--- src/rtl/fnd_scan_controller_if.sv ---
// Stopwatch-to-display bus for the FND scan controller.
//   sw0      : display mode select (0 = sec.msec, 1 = hour.min)
//   msec     : centiseconds, nominal 0-99
//   sec      : seconds, nominal 0-59
//   min      : minutes, nominal 0-59
//   hour     : hours, nominal 0-23
//   fnd_com  : active-low one-hot digit enables, bit3 = leftmost digit
//   fnd_data : active-low segments {dp,g,f,e,d,c,b,a}
// master = time source / display sink, slave = scan controller.
interface fnd_scan_controller_if;
   logic       sw0;
   logic [6:0] msec;
   logic [5:0] sec;
   logic [5:0] min;
   logic [4:0] hour;
   logic [3:0] fnd_com;
   logic [7:0] fnd_data;

   modport master (
      output sw0, msec, sec, min, hour,
      input  fnd_com, fnd_data
   );

   modport slave (
      input  sw0, msec, sec, min, hour,
      output fnd_com, fnd_data
   );
endinterface

--- src/rtl/fnd_scan_controller.sv ---
// 4-digit common-anode FND scan controller for the stopwatch.
// Time-multiplexes the digits at SCAN_HZ, selects sec.msec or hour.min
// from sw0, blinks the sel2 decimal point at 1 Hz and latches a per-frame
// snapshot of the time inputs so a frame never mixes two time values.
//   clk : system clock, rising edge
//   rst : synchronous active-low reset
//   bus : fnd_scan_controller_if.slave (time inputs in, fnd_com/fnd_data out)
// Parameters: CLK_FREQ (Hz), SCAN_HZ (digit advance rate, Hz).
// CLK_FREQ/SCAN_HZ must be at least 2.

// Single-digit 7-segment decoder, active-low, dp off. Values >9 show a dash.
module fnd_seg_decode (
   input  logic [3:0] digit,
   output logic [7:0] seg
);
   always_comb begin
      seg = 8'hBF;
      case (digit)
         4'd0: seg = 8'hC0;
         4'd1: seg = 8'hF9;
         4'd2: seg = 8'hA4;
         4'd3: seg = 8'hB0;
         4'd4: seg = 8'h99;
         4'd5: seg = 8'h92;
         4'd6: seg = 8'h82;
         4'd7: seg = 8'hF8;
         4'd8: seg = 8'h80;
         4'd9: seg = 8'h90;
         default: seg = 8'hBF;
      endcase
   end
endmodule

module fnd_scan_controller #(
   parameter int CLK_FREQ = 100_000_000,
   parameter int SCAN_HZ  = 1000
) (
   input logic                  clk,
   input logic                  rst,
   fnd_scan_controller_if.slave bus
);
   localparam int TICK_DIV   = CLK_FREQ / SCAN_HZ;
   localparam int CNT_W      = (TICK_DIV > 2) ? $clog2(TICK_DIV) : 1;
   localparam int NUM_DIGITS = 4;

   logic [CNT_W-1:0] tick_cnt;
   logic [1:0]       sel;
   logic             tick;
   logic             wrap;
   logic [1:0]       sel_nxt;

   logic       snap_sw0;
   logic [6:0] snap_msec;
   logic [5:0] snap_sec;
   logic [5:0] snap_min;
   logic [4:0] snap_hour;

   logic       snap_sw0_nxt;
   logic [6:0] snap_msec_nxt;
   logic [5:0] snap_sec_nxt;
   logic [5:0] snap_min_nxt;
   logic [4:0] snap_hour_nxt;

   logic [6:0] lo_val;
   logic [5:0] hi_val;

   logic [NUM_DIGITS-1:0][3:0] digit;
   logic [NUM_DIGITS-1:0][7:0] seg;

   logic [3:0] com_nxt;
   logic [7:0] data_nxt;
   logic [3:0] com_q;
   logic [7:0] data_q;

   assign tick    = (tick_cnt == CNT_W'(TICK_DIV - 1));
   assign wrap    = tick && (sel == 2'd3);
   assign sel_nxt = tick ? sel + 2'd1 : sel;

   // Outputs are registered on the tick edge itself, so they are decoded
   // from the post-tick sel and snapshot. On the wrap tick this means the
   // freshly captured inputs feed the sel0 digit of the new frame.
   assign snap_sw0_nxt  = wrap ? bus.sw0  : snap_sw0;
   assign snap_msec_nxt = wrap ? bus.msec : snap_msec;
   assign snap_sec_nxt  = wrap ? bus.sec  : snap_sec;
   assign snap_min_nxt  = wrap ? bus.min  : snap_min;
   assign snap_hour_nxt = wrap ? bus.hour : snap_hour;

   // Low pair of digits is msec or min, high pair is sec or hour.
   assign lo_val = snap_sw0_nxt ? {1'b0, snap_min_nxt}  : snap_msec_nxt;
   assign hi_val = snap_sw0_nxt ? {1'b0, snap_hour_nxt} : snap_sec_nxt;

   // Max tens value is 127/10 = 12, so 4 bits per digit is enough and lets
   // an out-of-range msec reach the decoder's dash case.
   assign digit[0] = 4'(lo_val % 7'd10);
   assign digit[1] = 4'(lo_val / 7'd10);
   assign digit[2] = 4'(hi_val % 6'd10);
   assign digit[3] = 4'(hi_val / 6'd10);

   for (genvar d = 0; d < NUM_DIGITS; d++) begin : g_dig
      fnd_seg_decode u_dec (
         .digit (digit[d]),
         .seg   (seg[d])
      );
   end

   always_comb begin
      com_nxt  = ~(4'b0001 << sel_nxt);
      data_nxt = seg[sel_nxt];
      // dp on sel2 only: lit for the first half of each second.
      if (sel_nxt == 2'd2 && snap_msec_nxt < 7'd50)
         data_nxt[7] = 1'b0;
   end

   always_ff @(posedge clk) begin
      if (!rst) begin
         tick_cnt  <= '0;
         sel       <= 2'd0;
         snap_sw0  <= 1'b0;
         snap_msec <= '0;
         snap_sec  <= '0;
         snap_min  <= '0;
         snap_hour <= '0;
         com_q     <= 4'b1111;
         data_q    <= 8'hFF;
      end else begin
         tick_cnt  <= tick ? '0 : tick_cnt + CNT_W'(1);
         sel       <= sel_nxt;
         snap_sw0  <= snap_sw0_nxt;
         snap_msec <= snap_msec_nxt;
         snap_sec  <= snap_sec_nxt;
         snap_min  <= snap_min_nxt;
         snap_hour <= snap_hour_nxt;
         if (tick) begin
            com_q  <= com_nxt;
            data_q <= data_nxt;
         end
      end
   end

   assign bus.fnd_com  = com_q;
   assign bus.fnd_data = data_q;
endmodule
--- src/flat_wrapper.sv ---
// flat-port wrapper written by rule: the top's interface ports become plain ports
module fnd_scan_controller_flat 
#(
   parameter int CLK_FREQ = 100_000_000,
   parameter int SCAN_HZ  = 1000
)
  (clk, rst, bus_sw0, bus_msec, bus_sec, bus_min, bus_hour, bus_fnd_com, bus_fnd_data);
  fnd_scan_controller_if bus_i ();
  input logic clk;
  input logic rst;
  input wire logic [$bits(bus_i.sw0)-1:0] bus_sw0;
  input wire logic [$bits(bus_i.msec)-1:0] bus_msec;
  input wire logic [$bits(bus_i.sec)-1:0] bus_sec;
  input wire logic [$bits(bus_i.min)-1:0] bus_min;
  input wire logic [$bits(bus_i.hour)-1:0] bus_hour;
  output wire logic [$bits(bus_i.fnd_com)-1:0] bus_fnd_com;
  output wire logic [$bits(bus_i.fnd_data)-1:0] bus_fnd_data;
  assign bus_i.sw0 = bus_sw0;
  assign bus_i.msec = bus_msec;
  assign bus_i.sec = bus_sec;
  assign bus_i.min = bus_min;
  assign bus_i.hour = bus_hour;
  assign bus_fnd_com = bus_i.fnd_com;
  assign bus_fnd_data = bus_i.fnd_data;
  fnd_scan_controller #(.CLK_FREQ(CLK_FREQ), .SCAN_HZ(SCAN_HZ)) u_core (.clk(clk), .rst(rst), .bus(bus_i));
endmodule
--- config.mk ---
export PLATFORM = sky130hd
export DESIGN_NAME = fnd_scan_controller_flat
export DESIGN_NICKNAME = d
export VERILOG_FILES = /design/src/rtl/fnd_scan_controller_if.sv /design/src/rtl/fnd_scan_controller.sv /design/src/flat_wrapper.sv
export SDC_FILE = /design/constraint.sdc
export NUM_CORES = 1
export LEC_CHECK = 0
export ABC_AREA = 1
export BUFFER_PORTS_ARGS = -buffer_cell sky130_fd_sc_hd__buf_2
export CORE_UTILIZATION = 55
export CTS_CLUSTER_DIAMETER = 200
export CTS_CLUSTER_SIZE = 20
export DETAILED_ROUTE_END_ITERATION = 8
export GPL_TIMING_DRIVEN = 0
export HOLD_SLACK_MARGIN = 0.05
export PLACE_DENSITY_LB_ADDON = 0.12
export SLEW_MARGIN = 20
export SYNTH_ARGS = -nofsm -noshare
export SYNTH_HDL_FRONTEND = slang
export SYNTH_SLANG_ARGS = --single-unit
export TNS_END_PERCENT = 100
--- constraint.sdc ---
create_clock -name clk -period 4.1 [get_ports clk]
set_clock_uncertainty 0.15 [all_clocks]
set_input_delay 0.82 -clock clk [delete_from_list [all_inputs] [get_ports clk]]
set_output_delay 0.82 -clock clk [all_outputs]
set_load 0.01 [all_outputs]
==> impl_results.md <==
- Via/cell ratio: about 5.6
- Post-synth ARST share: 0
- Leak: 2.740 nW
- Dpl hpwl: 8017 µm
- Clock root buffer: clkbuf_8
- Ports: 39
- Port buffer count: 38
- Pre-CTS setup slack: -0.6821 ns
- Largest fanout on the critical path: 7
- Placer Congestion: ~0.93
- Slew headroom: 0.5912
- Hold Path Sink: u_core.snap_hour[1]
- WHS Path Cells: 2
- Mapped Area: between 4000 and 5000 µm²
- Die Span Y: 90.59 µm
- Initial DRC Count: about 340
- CP arrival: 4.52 ns
- Final setup margin: -0.3467 ns
- Final nets: 795
- Clk_lat worst skew: ~0.32 ns
- Tmin final: about 4.4 ns
- Yosys top cell by area: dfxtp_1
- Post-synth EDFFs: 0
- Post-route DRC: 0
- Wire length of the first global-routing pass: 20000 µm
- Max Cap Violations: 0
- Worst reg2reg path startpoint: u_core.tick_cnt[12]
- Slew @ Worst Pin: about 0.61 ns
- Crit share post-route: 1.085
- Violations in the final reports: negative setup slack
- H-tree levels: 2
- CTS sink cnt: 56
- FF-to-FF End: u_core.bus.fnd_data[5]
- Fmax: roughly 220 MHz
- Number of antenna repair diodes: 0
- Synth Instances: approximately 640
- Hold_sp: u_core.snap_hour[1]
- Critical setup path kind: reg2reg
- PwrDens: approximately 160 nW/µm²
- Site Rows: 31
- TritonCTS Buffers: 5
- R2r setup slk: -0.35 ns
- Initial core utilization: 0.5827
- Finished Cell Area: approximately 5700 µm²
- Total Wirelength: ~13000 µm
- Synth warn: 0
- Number of global-route vias before repair: 4380
- Final Non-Filler Cells: ~840
- Max VDD drop: roughly 0.16 mV
- Largest net degree at the start of global routing: 20
- TritonCTS clock tree: yes
- Cell repeated most along the worst path: nand2_4
- Syn Area/Cell: ~6.7 µm²
- Worst min path class: reg2reg
- Max clock buf depth: 2
- R2R depth: 37
- GRT Overall Usage: 0.3007
- Synth Net Count: 697
- Vias: ~4700
- Synth Flop Type: dfxtp_1
- Fin. max-slew vios: 0
- Top cell type's share of synthesized area: 0.2597
- Congestion Overflow GR: 0
- Power, Total: ~0.9 mW
- Final Hold Viols: 0
- Seq/Total Area, Yosys: 0.2597
- Antenna violations before repair: 0
- Post-route ant nets: 0
- WP data required: approximately 4.2 ns
- Hold Slack: about 0.33 ns
- Yosys reg bits: 56
- Outcome: finished, violations left
- Crit. End Element: flop
- Startpoint types: flop
- Placed Area: about 4700 µm²
- Slowest CP cell: dfxtp_4
- Die ar.: around 8200 µm²
- Setup violators final: 7
- Unique masters post-synth: a little under 50
- RSZ-0062 raised after global routing: true
- Avg WL per Cell: ~16 µm
- Max stage delay on crit path: around 0.37 ns
- Post-Place Cells: between 700 and 800
- Clock Pin Slew Worst Setup and Hold Paths: between 0.1 and 0.15 ns
- Core area: between 7000 and 8000 µm²
- Die Span X: 90.59 µm
- DRT Pass-1 Iters: 5
- Syn-to-layout area delta: 32.72%
- Fraction of layout cells with a size suffix above 1: 0.3743
- Synth area leaders: dfxtp_1, nand2_1, ha_1
[cell type report]
| class | count | area (µm²) |
|---|---|---|
| well taps | 99 | 123.9 |
| repair buffers | 91 | 626.9 |
| multi-input cells | 483 | 3297 |
| flip-flops and latches | 56 | 1145 |
| fillers | 540 | 1679 |
| inverters | 90 | 360.3 |
| clock inverters | 3 | 26.28 |
| plain buffers | 12 | 81.33 |
| clock buffers | 5 | 68.82 |
[logic make-up (layout without fill, tap and decap cells)]
kind of cell	Yosys count	after routing	share of synthesized area
compound gates	82	82	0.1241
xor+xnor	7	7	0.01420
fa+ha+maj	29	29	0.08406
buf+inv	102	201	0.09478
flops	56	56	0.2597
mux	1	1	0.002319
simple gates	364	364	0.4209
[state kept, by name, indices dropped and copies added (netlist names)]
name                 flops
u_core.snap_min          6
u_core.bus.fnd_com       4
u_core.snap_sw0          1
u_core.tick_cnt         17
u_core.snap_sec          6
u_core.snap_msec         7
u_core.snap_hour         5
u_core.bus.fnd_data      8
u_core.sel               2
[timing repair]
action,CTS,global route
setup endpoints to repair,7,7
pin swaps,42,37
resized for setup,67,62
hold buffers,0,0
buffers inserted,39,17
[worst max-delay path, delay by kind of cell, from the launching register on]
kind                       cells  cell delay [ns]
adders and majority gates      3             0.50
buffers and inverters          7             0.61
DFF                            1             0.37
and+or+nand+nor               25             2.43
AOI/OAI and AO/OA              2             0.29
[synthesized netlist by cell type (3+ instances only)]
| master | count |
|---|---|
| nand3b_1 | 4 |
| inv_1 | 73 |
| o21ai_1 | 10 |
| o211ai_1 | 4 |
| nor2_1 | 72 |
| inv_2 | 15 |
| xor2_1 | 7 |
| ha_1 | 29 |
| nor3_1 | 9 |
| or2_0 | 3 |
| nand2_1 | 166 |
| o21ai_0 | 20 |
| a31oi_1 | 4 |
| nand3_1 | 34 |
| a21oi_1 | 23 |
| nand3_2 | 7 |
| clkbuf_1 | 5 |
| nand2_4 | 11 |
| o21ai_4 | 5 |
| nand4_1 | 13 |
| o21ai_2 | 7 |
| or2_2 | 5 |
| buf_2 | 3 |
| nand3_4 | 3 |
| dfxtp_1 | 56 |
| nand2_2 | 25 |
[placed cells by master (no fill, tap or decap), types with 10 or more instances in the layout]
master / netlist / final
ha_1: 29 / 18
buf_4: 1 / 46
inv_1: 73 / 65
nand4_1: 13 / 13
nand2_2: 25 / 33
dfxtp_2: 0 / 10
nand2_4: 11 / 25
nand2_1: 166 / 140
a21oi_1: 23 / 21
o21ai_0: 20 / 16
o21ai_1: 10 / 10
nand3_1: 34 / 24
dfxtp_1: 56 / 43
buf_2: 3 / 41
nor2_1: 72 / 66
nand3_4: 3 / 11
inv_2: 15 / 15
[power by group]
group          switching, mW  total (mW)  leakage (nW)  internal (mW)
Clock                  0.216       0.341        0.0423          0.125
Combinational         0.0187      0.0330          2.24         0.0143
Sequential           0.00272       0.547         0.459          0.545
Total                  0.238       0.922          2.74          0.684
[worst max path at each step]
stage,from,endpoint,slack [ns],depth (start not counted)
floorplan,u_core.tick_cnt[1],u_core.bus.fnd_data[3],0.0007,40
global placement,u_core.sel[0],u_core.bus.fnd_data[6],-0.55,35
detailed placement,u_core.sel[0],u_core.bus.fnd_data[2],-0.68,33
CTS,u_core.tick_cnt[0],u_core.bus.fnd_data[5],-0.1,36
global route,u_core.tick_cnt[12],u_core.bus.fnd_data[3],-0.58,37
finish,u_core.tick_cnt[12],u_core.bus.fnd_data[5],-0.35,37
[per-stage QoR]
step | utilization | setup TNS [ns]
2_1_floorplan | - | 0
3_3_place_gp | 0.6386 | -3.636
3_5_place_dp | 0.6386 | -4.511
4_1_cts | 0.7283 | -0.5432
5_1_grt | 0.7733 | -3.764
6_report | 0.7733 | -2.116
[per-layer routing]
metal | global-route usage | wire length, µm | vias up
li1 | - | - | 2248
met1 | 0.3542 | 5104 | 2168
met2 | 0.5322 | 6521 | 226
met3 | 0.04545 | 858 | 64
met4 | 0.1398 | 584 | 0
met5 | 0 | 0 | -
Power figures use the tool's default switching activity.
